[src/rtl/dmem_arbiter.sv]
// dmem_arbiter
// Shares one single-port data memory between the processor and an I/O
// requester (game/peripheral logic). The processor normally wins, but an I/O
// request that has lost STARVE_LIMIT consecutive cycles is forced in for one
// cycle while the processor is stalled.
//
// Parameters:
//   ADDR_W       - dmem word-address width
//   DATA_W       - dmem data width
//   STARVE_LIMIT - consecutive lost cycles before the I/O port is forced in (1..255)
//
// Ports:
//   clock, reset                 - single clock, synchronous active-low reset
//   proc_access/addr/wdata/wren  - processor load/store request
//   proc_rdata, proc_stall       - processor load data and stall
//   io_req/addr/wdata/we         - I/O request (held until io_gnt)
//   io_gnt, io_rvalid, io_rdata  - I/O grant, read-data valid and read data
//   mem_addr/wdata/wren, mem_q   - dmem port
module dmem_arbiter #(
   parameter int ADDR_W       = 12,
   parameter int DATA_W       = 32,
   parameter int STARVE_LIMIT = 8
) (
   input  logic              clock,
   input  logic              reset,
   input  logic              proc_access,
   input  logic [ADDR_W-1:0] proc_addr,
   input  logic [DATA_W-1:0] proc_wdata,
   input  logic              proc_wren,
   output logic [DATA_W-1:0] proc_rdata,
   output logic              proc_stall,
   input  logic              io_req,
   input  logic [ADDR_W-1:0] io_addr,
   input  logic [DATA_W-1:0] io_wdata,
   input  logic              io_we,
   output logic              io_gnt,
   output logic              io_rvalid,
   output logic [DATA_W-1:0] io_rdata,
   output logic [ADDR_W-1:0] mem_addr,
   output logic [DATA_W-1:0] mem_wdata,
   output logic              mem_wren,
   input  logic [DATA_W-1:0] mem_q
);

   typedef enum logic {
      IDLE  = 1'b0,
      FORCE = 1'b1
   } state_t;

   localparam logic [8:0] LIMIT = 9'(STARVE_LIMIT);

   state_t     state;
   state_t     state_next;
   logic [7:0] wait_cnt;
   logic [7:0] wait_cnt_next;
   logic [8:0] wait_inc;
   logic       owner_io;

   // The memory returns data one cycle after the address, so both readers
   // simply see mem_q; validity is signalled separately.
   assign proc_rdata = mem_q;
   assign io_rdata   = mem_q;

   // Ownership, memory mux, grant/stall and next-state logic.
   // While reset is low everything falls back to the processor path with
   // writes suppressed. In FORCE the I/O side owns the memory even if the
   // requester withdrew, so the write enable is also qualified by io_req
   // to keep a dropped request from writing anything.
   always_comb begin
      owner_io      = 1'b0;
      io_gnt        = 1'b0;
      proc_stall    = 1'b0;
      mem_addr      = proc_addr;
      mem_wdata     = proc_wdata;
      mem_wren      = proc_wren & proc_access;
      state_next    = state;
      wait_cnt_next = wait_cnt;
      wait_inc      = {1'b0, wait_cnt} + 9'd1;

      if (!reset) begin
         mem_wren      = 1'b0;
         state_next    = IDLE;
         wait_cnt_next = 8'd0;
      end else begin
         owner_io   = (state == FORCE) || ((state == IDLE) && io_req && !proc_access);
         proc_stall = (state == FORCE);
         io_gnt     = owner_io & io_req;

         if (owner_io) begin
            mem_addr  = io_addr;
            mem_wdata = io_wdata;
            mem_wren  = io_we & io_req;
         end

         // Counts consecutive cycles the pending request has lost.
         if (io_req && !io_gnt) begin
            wait_cnt_next = (wait_cnt == 8'hFF) ? 8'hFF : wait_cnt + 8'd1;
         end else begin
            wait_cnt_next = 8'd0;
         end

         case (state)
            IDLE: begin
               if (io_req && !io_gnt && (wait_inc >= LIMIT)) begin
                  state_next = FORCE;
               end
            end
            FORCE: begin
               state_next = IDLE;
            end
            default: begin
               state_next = IDLE;
            end
         endcase
      end
   end

   // State register, starvation counter and the one-cycle read-valid pulse
   // that follows every I/O read grant.
   always_ff @(posedge clock) begin
      if (!reset) begin
         state     <= IDLE;
         wait_cnt  <= 8'd0;
         io_rvalid <= 1'b0;
      end else begin
         state     <= state_next;
         wait_cnt  <= wait_cnt_next;
         io_rvalid <= io_gnt & ~io_we;
      end
   end

endmodule

[config.mk]
export PLATFORM = sky130hd
export DESIGN_NAME = dmem_arbiter
export DESIGN_NICKNAME = d
export VERILOG_FILES = /design/src/rtl/dmem_arbiter.sv
export SDC_FILE = /design/constraint.sdc
export NUM_CORES = 1
export LEC_CHECK = 0
export CORE_AREA = 3 3 92 94
export CTS_BUF_LIST = sky130_fd_sc_hd__clkbuf_4 sky130_fd_sc_hd__clkbuf_8 sky130_fd_sc_hd__clkbuf_16
export DETAILED_ROUTE_END_ITERATION = 8
export DIE_AREA = 0 0 95 97
export PLACE_DENSITY = 0.8
export REMOVE_ABC_BUFFERS = 1
export SLEW_MARGIN = 25
export SYNTH_ARGS = -nofsm -noshare
export SYNTH_HDL_FRONTEND = slang
export SYNTH_SLANG_ARGS = --single-unit
[constraint.sdc]
create_clock -name clock -period 1.8 [get_ports clock]
set_clock_uncertainty 0.15 [all_clocks]
set_input_delay 0.36 -clock clock [delete_from_list [all_inputs] [get_ports clock]]
set_output_delay 0.36 -clock clock [all_outputs]
set_load 0.02 [all_outputs]
After elaboration in Yosys (flattened, before gate mapping)
Index checks and enable logic that the tools add are counted.
{"block": "classes", "addsub": 2, "magnitude_cmp": 1, "eq_ne": 1, "n_mux": 11, "bitwise": 6, "reduce_logical": 8}
{"op": "two-way mux 32 bit", "count": 2}
{"op": "two-way mux 12 bit", "count": 2}
{"op": "adder 8 x 1 -> 9 bit, second input constant", "count": 1}
{"op": "greater-or-equal comparator 9 x 4 -> 1 bit, second input constant", "count": 1}
{"op": "adder 8 x 1 -> 8 bit, second input constant", "count": 1}
{"op": "== test 8 bit, second input constant", "count": 1}
{"op": "two-way mux 8 bit", "count": 1}
{"op": "two-way mux 1 bit", "count": 5}
{"op": "bitwise AND 1 bit", "count": 4}
{"op": "logical AND 1 bit", "count": 4}
{"op": "logical NOT 1 bit", "count": 2}
{"op": "NOT 1 bit", "count": 2}
{"op": "case mux 1 bit (2 select lines)", "count": 1}
{"op": "AND reduction 2 bit", "count": 1}
{"op": "logical OR 1 bit", "count": 1}
{"block": "totals", "reg_bits": 10}

Longest topological paths before layout
Gate-level depths: netlist of run 1.
{"block": "depth", "depth_word": 10, "mapped_depth": 5, "depth_no_buf": 5}

Least setup slack after synthesis of run 1
Ideal clock, no wire load.
{"block": "synth_path", "path_type": "input-to-output", "startpoint": "in io_req", "endpoint": "out mem_addr[10]", "t_arrival_ns": 1.335, "required_ns": 1.290, "setup_slack_ns": -0.045, "stages": 5, "path_buffers": 1, "path_cell_list": "inv_2 > nor2_2 > o21ai_4 > buf_8 > mux2_2"}
{"block": "synth_between", "elab_chain_len": 5}
{"element": "from (decl)", "line": "32", "text": "input logic io_req,"}
{"element": "logical AND 1 bit (2 in a row)", "line": "85", "text": "owner_io = (state == FORCE) || ((state == IDLE) && io_req && !proc_access);"}
{"element": "logical OR 1 bit", "line": "85"}
{"element": "two-way mux 12 bit", "line": "89", "text": "if (owner_io) begin"}
{"element": "two-way mux 12 bit", "line": "80", "text": "if (!reset) begin"}
{"element": "to (decl)", "line": "39", "text": "output logic [ADDR_W-1:0] mem_addr,"}
No other way between the ends.

Final worst setup path of run 1
{"block": "layout_path", "startpoint": "reg state", "endpoint": "out mem_wdata[1]"}
{"block": "layout_between", "elab_chain_len": 6}
{"element": "from (decl)", "line": "52", "text": "state_t state;"}
{"element": "from (signal assigned)", "line": "126", "text": "state <= state_next;"}
{"element": "NOT 1 bit"}
{"element": "logical AND 1 bit (2 in a row)", "line": "85"}
{"element": "logical OR 1 bit *", "line": "85"}
{"element": "two-way mux 32 bit *", "line": "89"}
{"element": "two-way mux 32 bit *", "line": "80"}
{"element": "to (decl)", "line": "40", "text": "output logic [DATA_W-1:0] mem_wdata,"}
Every way passes the cells marked *; elsewhere a longest branch is shown, timed or not.

==> results of run 1 <==
area by class of cell:
cell class              count  area share [%]
repair buffers            165            56.0
multi-input cells          90            31.2
clock buffers               4            1.79
inverters                   2           0.326
flip-flops and latches     10            6.56
well taps                 102            4.15
flip-flops by register name, summed over array words and instances, names as in the netlist:
name / flops
wait_cnt: 8
io_rvalid: 1
state: 1
synthesized netlist by cell type (all sizes together):
| library cell | instances | area share (%) |
|---|---|---|
| buf | 69 | 34 |
| mux2 | 44 | 35 |
| dfxtp | 10 | 12 |
| o21ai | 6 | 2.5 |
| nand2 | 5 | 1.1 |
| a21oi | 4 | 1.2 |
| and3 | 4 | 1.8 |
| nor2 | 4 | 1.1 |
| a31oi | 3 | 1.1 |
| nor3 | 3 | 1.2 |
| a211o | 2 | 1.1 |
| and2 | 2 | 0.76 |
| ha | 2 | 1.5 |
| inv | 2 | 0.46 |
| nand3 | 2 | 0.61 |
| a311oi | 1 | 0.54 |
| and2b | 1 | 0.54 |
| and3b | 1 | 0.54 |
| and4 | 1 | 0.69 |
| and4b | 1 | 0.61 |
| nand4 | 1 | 0.38 |
| nor4 | 1 | 0.38 |
| xnor2 | 1 | 0.54 |
| xor2 | 1 | 0.54 |
worst max-delay path, stage by stage, from the launching register on:
cell and delay (ps):
dfxtp_2 330, o21ai_4 160, buf_4 150, buf_12 110, buf_4 100, mux2_2 330, buf_6 130
per-stage QoR:
stage / power, mW / utilization, % / TNS [ps]
after detailed placement: 0.827 / 35.1 / -42530
after global placement: 0.822 / 35.1 / -42520
after global routing: 1.25 / 39.8 / -11160
final: 1.19 / 39.8 / -8850
after CTS: 1.14 / 37.4 / -13520
after floorplan: 0.453 / - / -25080
layer usage:
metal	global-route usage [%]	routed length (µm)	vias to the layer above
li1	-	-	728
met1	17.9	2960	763
met2	23.8	3610	156
met3	13.3	1430	15
met4	3.44	126	0
met5	8.93	0	-
how the worst min path moves through the flow:
stage	to	slack [ps]	cells past startpoint
final	io_rvalid	170	2
after floorplan	io_rvalid	290	1
after detailed placement	wait_cnt[0]	330	1
after global placement	wait_cnt[0]	310	1
after CTS	io_rvalid	320	4
after global routing	io_rvalid	170	2
cells by family (layout without fill, tap and decap cells):
family,count (synthesis),count (layout),share of synthesized area (%)
muxes,44,44,34.9
buffers and inverters,71,171,34.0
adders and majority gates,2,2,1.53
xor gates and xnor gates,2,2,1.07
AOI/OAI and AO/OA,16,16,6.58
DFF,10,10,12.2
and+or+nand+nor,26,26,9.72
power by group:
part | switching [mW] | internal, mW | total (mW)
combinational | 0.237 | 0.448 | 0.686
sequential | 0.00115 | 0.224 | 0.225
clock | 0.0907 | 0.192 | 0.283
what timing repair did:
action / CTS / global route
pin swaps: 1 / 4
resized for setup: 253 / 60
buffers inserted: 12 / 4
setup endpoints to repair: 47 / 45
gates cloned: 2 / 1
==> summary.txt, run 1 <==
Run status
  • Status: finished with violations
  • Failing checks: setup timing

Setup path
  • Startpoint type of the worst setup path: flop
  • Reg2reg end: state
  • Worst Path Max Fanout: 7
  • Reg-to-reg startpoint: wait_cnt[0]
  • Endpoint type of the worst setup path: primary output
  • Flop2flop setup slack: 130 ps
  • Worst setup endpoint: mem_wdata[1]
  • Crit Path Class: reg2out
  • Crit path DAT: 1560 ps
  • CP Launch Point: state
  • Req. time, crit path: 1290 ps
  • Reg2reg path depth: 5

GRT
  • Congestion Overflow GR: 0
  • Antenna violations before repair: 0
  • All-Layer GR Usage: 16.4%
  • Largest net degree at the start of global routing: 18
  • Global-route wire length before repair: 11000 µm
  • Vias in the first global route: 1646

Pwr
  • Leakage power: 1.44 nW
  • Pwr per Cell Area: 388 nW/µm²
  • Maximum vdd drop: 0.000160 V

Die
  • Die area: 9220 µm²
  • Initial Utilization: 21.2%
  • IO Count: 238
  • Core ar.: 7730 µm²
  • Row count: 32
  • Chip width: 95 µm
  • Die Y-Extent: 97 µm

STA
  • Fin. max-slew vios: 0
  • Fin crit period: 2070 ps
  • Setup ws final: -266 ps
  • Final Cycle Share: 115%
  • Slew margin rel.: 82.1%
  • Max Clk Rate: 484 MHz
  • # setup viols final: 44
  • Hold WS: 172 ps
  • Final hold vios: 0
  • RSZ-0062 raised after global routing: yes
  • Worst Tran Pin Value: 266 ps

Flow run
  • Max-Cap Viols: 0

Drt
  • Vias: 1662
  • DR WL/cell: 21.8 µm
  • TritonRoute pass-1 iters: 4
  • Vias/cell: 4.46
  • Drt initial violations: 21
  • Total wire length: 8110 µm
  • DRC viols: 0
  • Detail Route Antenna Nets: 0

Final layout
  • Most common cell after layout, fill and taps aside: clkdlybuf4s50_1
  • Reg area: 201 µm²
  • Most frequent cells in the layout: clkdlybuf4s50_1 (90), buf_6 (48), mux2_4 (39)
  • # diodes: 0
  • Post-Layout Cell Count: 373
  • FILL cells: 722
  • Nets: 400
  • Fin area: 3070 µm²
  • Layout cell share with drive strength beyond 1: 48.7%
  • Multi-input gate area: 958 µm²
  • Synthesis-to-layout area growth: 87.9%

Clock tree
  • H-Tree Depth: 1
  • Clk buf depth: 2
  • TritonCTS Buffers: 3
  • Clock transition at path regs: 50 ps
  • Clk sinks: 10
  • Skew-Pair Late Insertion Delay: 240 ps
  • Post-CTS Hold Buffers: 0
  • Root Buffer: clkbuf_8
  • CTS tree: yes

Yosys
  • Synth warnings: 0
  • Library cells used by synthesis: 32
  • Seq cells post-synth: 10
  • Avg Cell Area, Syn: 9.56 µm²
  • Seq/Total Area, Yosys: 12.2%
  • Cells after Synth: 171
  • Syn Std Cell Area: 1640 µm²

Hold path
  • HP Class: in2reg
  • Min-delay src: io_we

Placed design
  • IO buf count: 141
  • Pre-CTS setup slack: -963 ps
  • Placed Area: 2710 µm²
  • GPL Wtd Cong: 0.743
  • Post-DP HPWL: 6060 µm
  • Placed insts: 353
Power figures use the tool's default switching activity.
==> inputs of run 2 (changes only) <==
- SETUP_SLACK_MARGIN: unset -> 0.02
==> summary.txt, run 2 (synthesis results as in run 1) <==
Run status
  • Status: finished with violations
  • Failing checks: setup timing

Setup path
  • CP Launch Point: state
  • CP top delay family: buffers and inverters
  • Most frequent CP cell: buf_4
  • Endpoint type of the worst setup path: primary output
  • Buf/Inv on CP: 4 (unchanged)
  • Crit path DAT: 1560 ps (about the same)
  • Worst Path Max Fanout: 7 (unchanged)
  • Worst path cell trace: o21ai_4 > buf_4 > buf_12 > buf_4 > mux2_2 > buf_6
  • Crit Path Class: reg2out
  • Req. time, crit path: 1290 ps (about the same)
  • CP max stage cell: dfxtp_2
  • Reg-to-reg startpoint: wait_cnt[0]
  • Startpoint type of the worst setup path: flop
  • Crit-path max cell delay: 330 ps (about the same)

Clock tree
  • Skew-Pair Late Insertion Delay: 240 ps (about the same)
  • Post-CTS Hold Buffers: 0 (unchanged)
  • Clk buf depth: 2 (unchanged)
  • Root Buffer: clkbuf_8
  • H-Tree Depth: 1 (unchanged)
  • CTS tree: yes
  • Clk sinks: 10 (unchanged)
  • Clock transition at path regs: 50 ps (about the same)
  • TritonCTS Buffers: 3 (unchanged)

Pwr
  • Maximum vdd drop: 0.000160 V (-0.48%)
  • Pwr per Cell Area: 389 nW/µm² (about the same)
  • Leakage power: 1.44 nW (-0.54%)

Drt
  • Vias/cell: 4.42 (-0.90%)
  • Detail Route Antenna Nets: 0 (unchanged)
  • Total wire length: 8150 µm (+0.39%)
  • TritonRoute pass-1 iters: 4 (unchanged)
  • DR WL/cell: 21.8 µm (+0.39%)
  • DRC viols: 0 (unchanged)
  • Vias: 1647 (-0.90%)
  • Drt initial violations: 21 (unchanged)

Final layout
  • FILL cells: 722 (unchanged)
  • # diodes: 0 (unchanged)
  • Biggest register: wait_cnt
  • Biggest regs: wait_cnt: 8 flops, io_rvalid: 1 flops, state: 1 flops
  • Max FFs per register: 8 (unchanged)
  • Post-Layout Cell Count: 373 (unchanged)
  • Nets: 400 (unchanged)
  • Most common cell after layout, fill and taps aside: clkdlybuf4s50_1
  • Layout cell share with drive strength beyond 1: 48.7% (unchanged)
  • Most frequent cells in the layout: clkdlybuf4s50_1 (90), buf_6 (48), mux2_4 (39)
  • Synthesis-to-layout area growth: 87.7%
  • Fin area: 3070 µm² (-0.12%)

GRT
  • Met3 usage in global routing: 13.3% (unchanged)
  • GRT Max-Usage Layer: met2
  • Antenna violations before repair: 0 (unchanged)
  • Vias in the first global route: 1646 (unchanged)
  • Congestion Overflow GR: 0 (unchanged)
  • Met2 Resource Use GR: 23.8% (unchanged)
  • GR Util met1: 17.9% (unchanged)
  • All-Layer GR Usage: 16.4% (unchanged)
  • Global-route wire length before repair: 11000 µm (unchanged)
  • Largest net degree at the start of global routing: 18 (unchanged)

STA
  • Setup ws final: -266 ps (-0.238 ps)
  • Fin. max-slew vios: 0 (unchanged)
  • # setup viols final: 44 (unchanged)
  • Slew margin rel.: 82.1% (about the same)
  • Worst Tran Pin Value: 266 ps (-0.156 ps)
  • RSZ-0062 raised after global routing: yes
  • Fin crit period: 2070 ps (+0.238 ps)
  • Final hold vios: 0 (unchanged)
  • Final Cycle Share: 115% (about the same)
  • Max Clk Rate: 484 MHz (about the same)

Die
  • IO Count: 238 (unchanged)
  • Row count: 32 (unchanged)
  • Chip width: 95 µm (unchanged)
  • Core ar.: 7730 µm² (unchanged)
  • Die Y-Extent: 97 µm (unchanged)
  • Initial Utilization: 21.2% (unchanged)
  • Die area: 9220 µm² (unchanged)

Placed design
  • GPL Wtd Cong: 0.743 (unchanged)
  • Placed Area: 2710 µm² (unchanged)
  • IO buf count: 141 (unchanged)
  • Placed insts: 353 (unchanged)
  • Post-DP HPWL: 6060 µm (unchanged)

Flow run
  • Max-Cap Viols: 0 (unchanged)

Hold path
  • Min-delay src: io_we
  • HP Class: in2reg
## run 2: cell type report
| cell class | count | area, µm² | share of cell area, % |
|---|---|---|---|
| Clock buffer | 4 | 55.1 | 1.79 |
| Inverter | 2 | 10.0 | 0.326 |
| Multi-Input combinational cell | 90 | 958 | 31.2 |
| Sequential cell | 10 | 201 | 6.56 |
| Tap cell | 102 | 128 | 4.16 |
| Timing Repair Buffer | 165 | 1720 | 55.9 |
## run 2: layer usage
metal  share of wire, %  wire length (µm)  vias up
li1                   -                 -      728
met4                1.3               107        0
met1                 37              3010      757
met5                  0                 0        -
met3                 17              1400       13
met2                 45              3630      149
## run 2: worst paths after layout
kind | to | slack [ps] | cells past startpoint
setup / recovery | mem_wdata[1] | -270 | 6
hold / removal | io_rvalid | 290 | 2
setup reg to reg | state | 120 | 5
hold reg to reg | wait_cnt[0] | 330 | 1
## run 2: metrics by stage
stage	hold slack (ps)	TNS [ps]	total power, mW	setup WS [ps]	utilization, %
after floorplan	287	-25080	0.453	-602	-
after detailed placement	331	-42530	0.827	-963	35.1
after global placement	314	-42520	0.822	-970	35.1
after CTS	274	-13520	1.14	-451	37.4
final	289	-8890	1.19	-266	39.7
after global routing	276	-11180	1.25	-314	39.7
## run 2: where the power goes
part	internal (mW)	switching, mW	leakage [nW]
Combinational	0.448	0.238	1.33
Clock	0.192	0.0904	0.0288
Sequential	0.224	0.00116	0.0812
Total	0.864	0.329	1.44
## run 2: repair_timing
item                                    4_1_cts  5_1_grt
resized for setup                           254       59
gates cloned                                  2        1
pin swaps                                     1        2
buffers inserted                             12        4
endpoints found under the setup margin       47       45
## run 2: worst reg2reg max path, cell delays in order (launching register included)
cell      delay, ps
dfxtp_1         330
ha_1            280
a211o_2         340
o21ai_0          80
a311oi_1        110
a211o_1         270
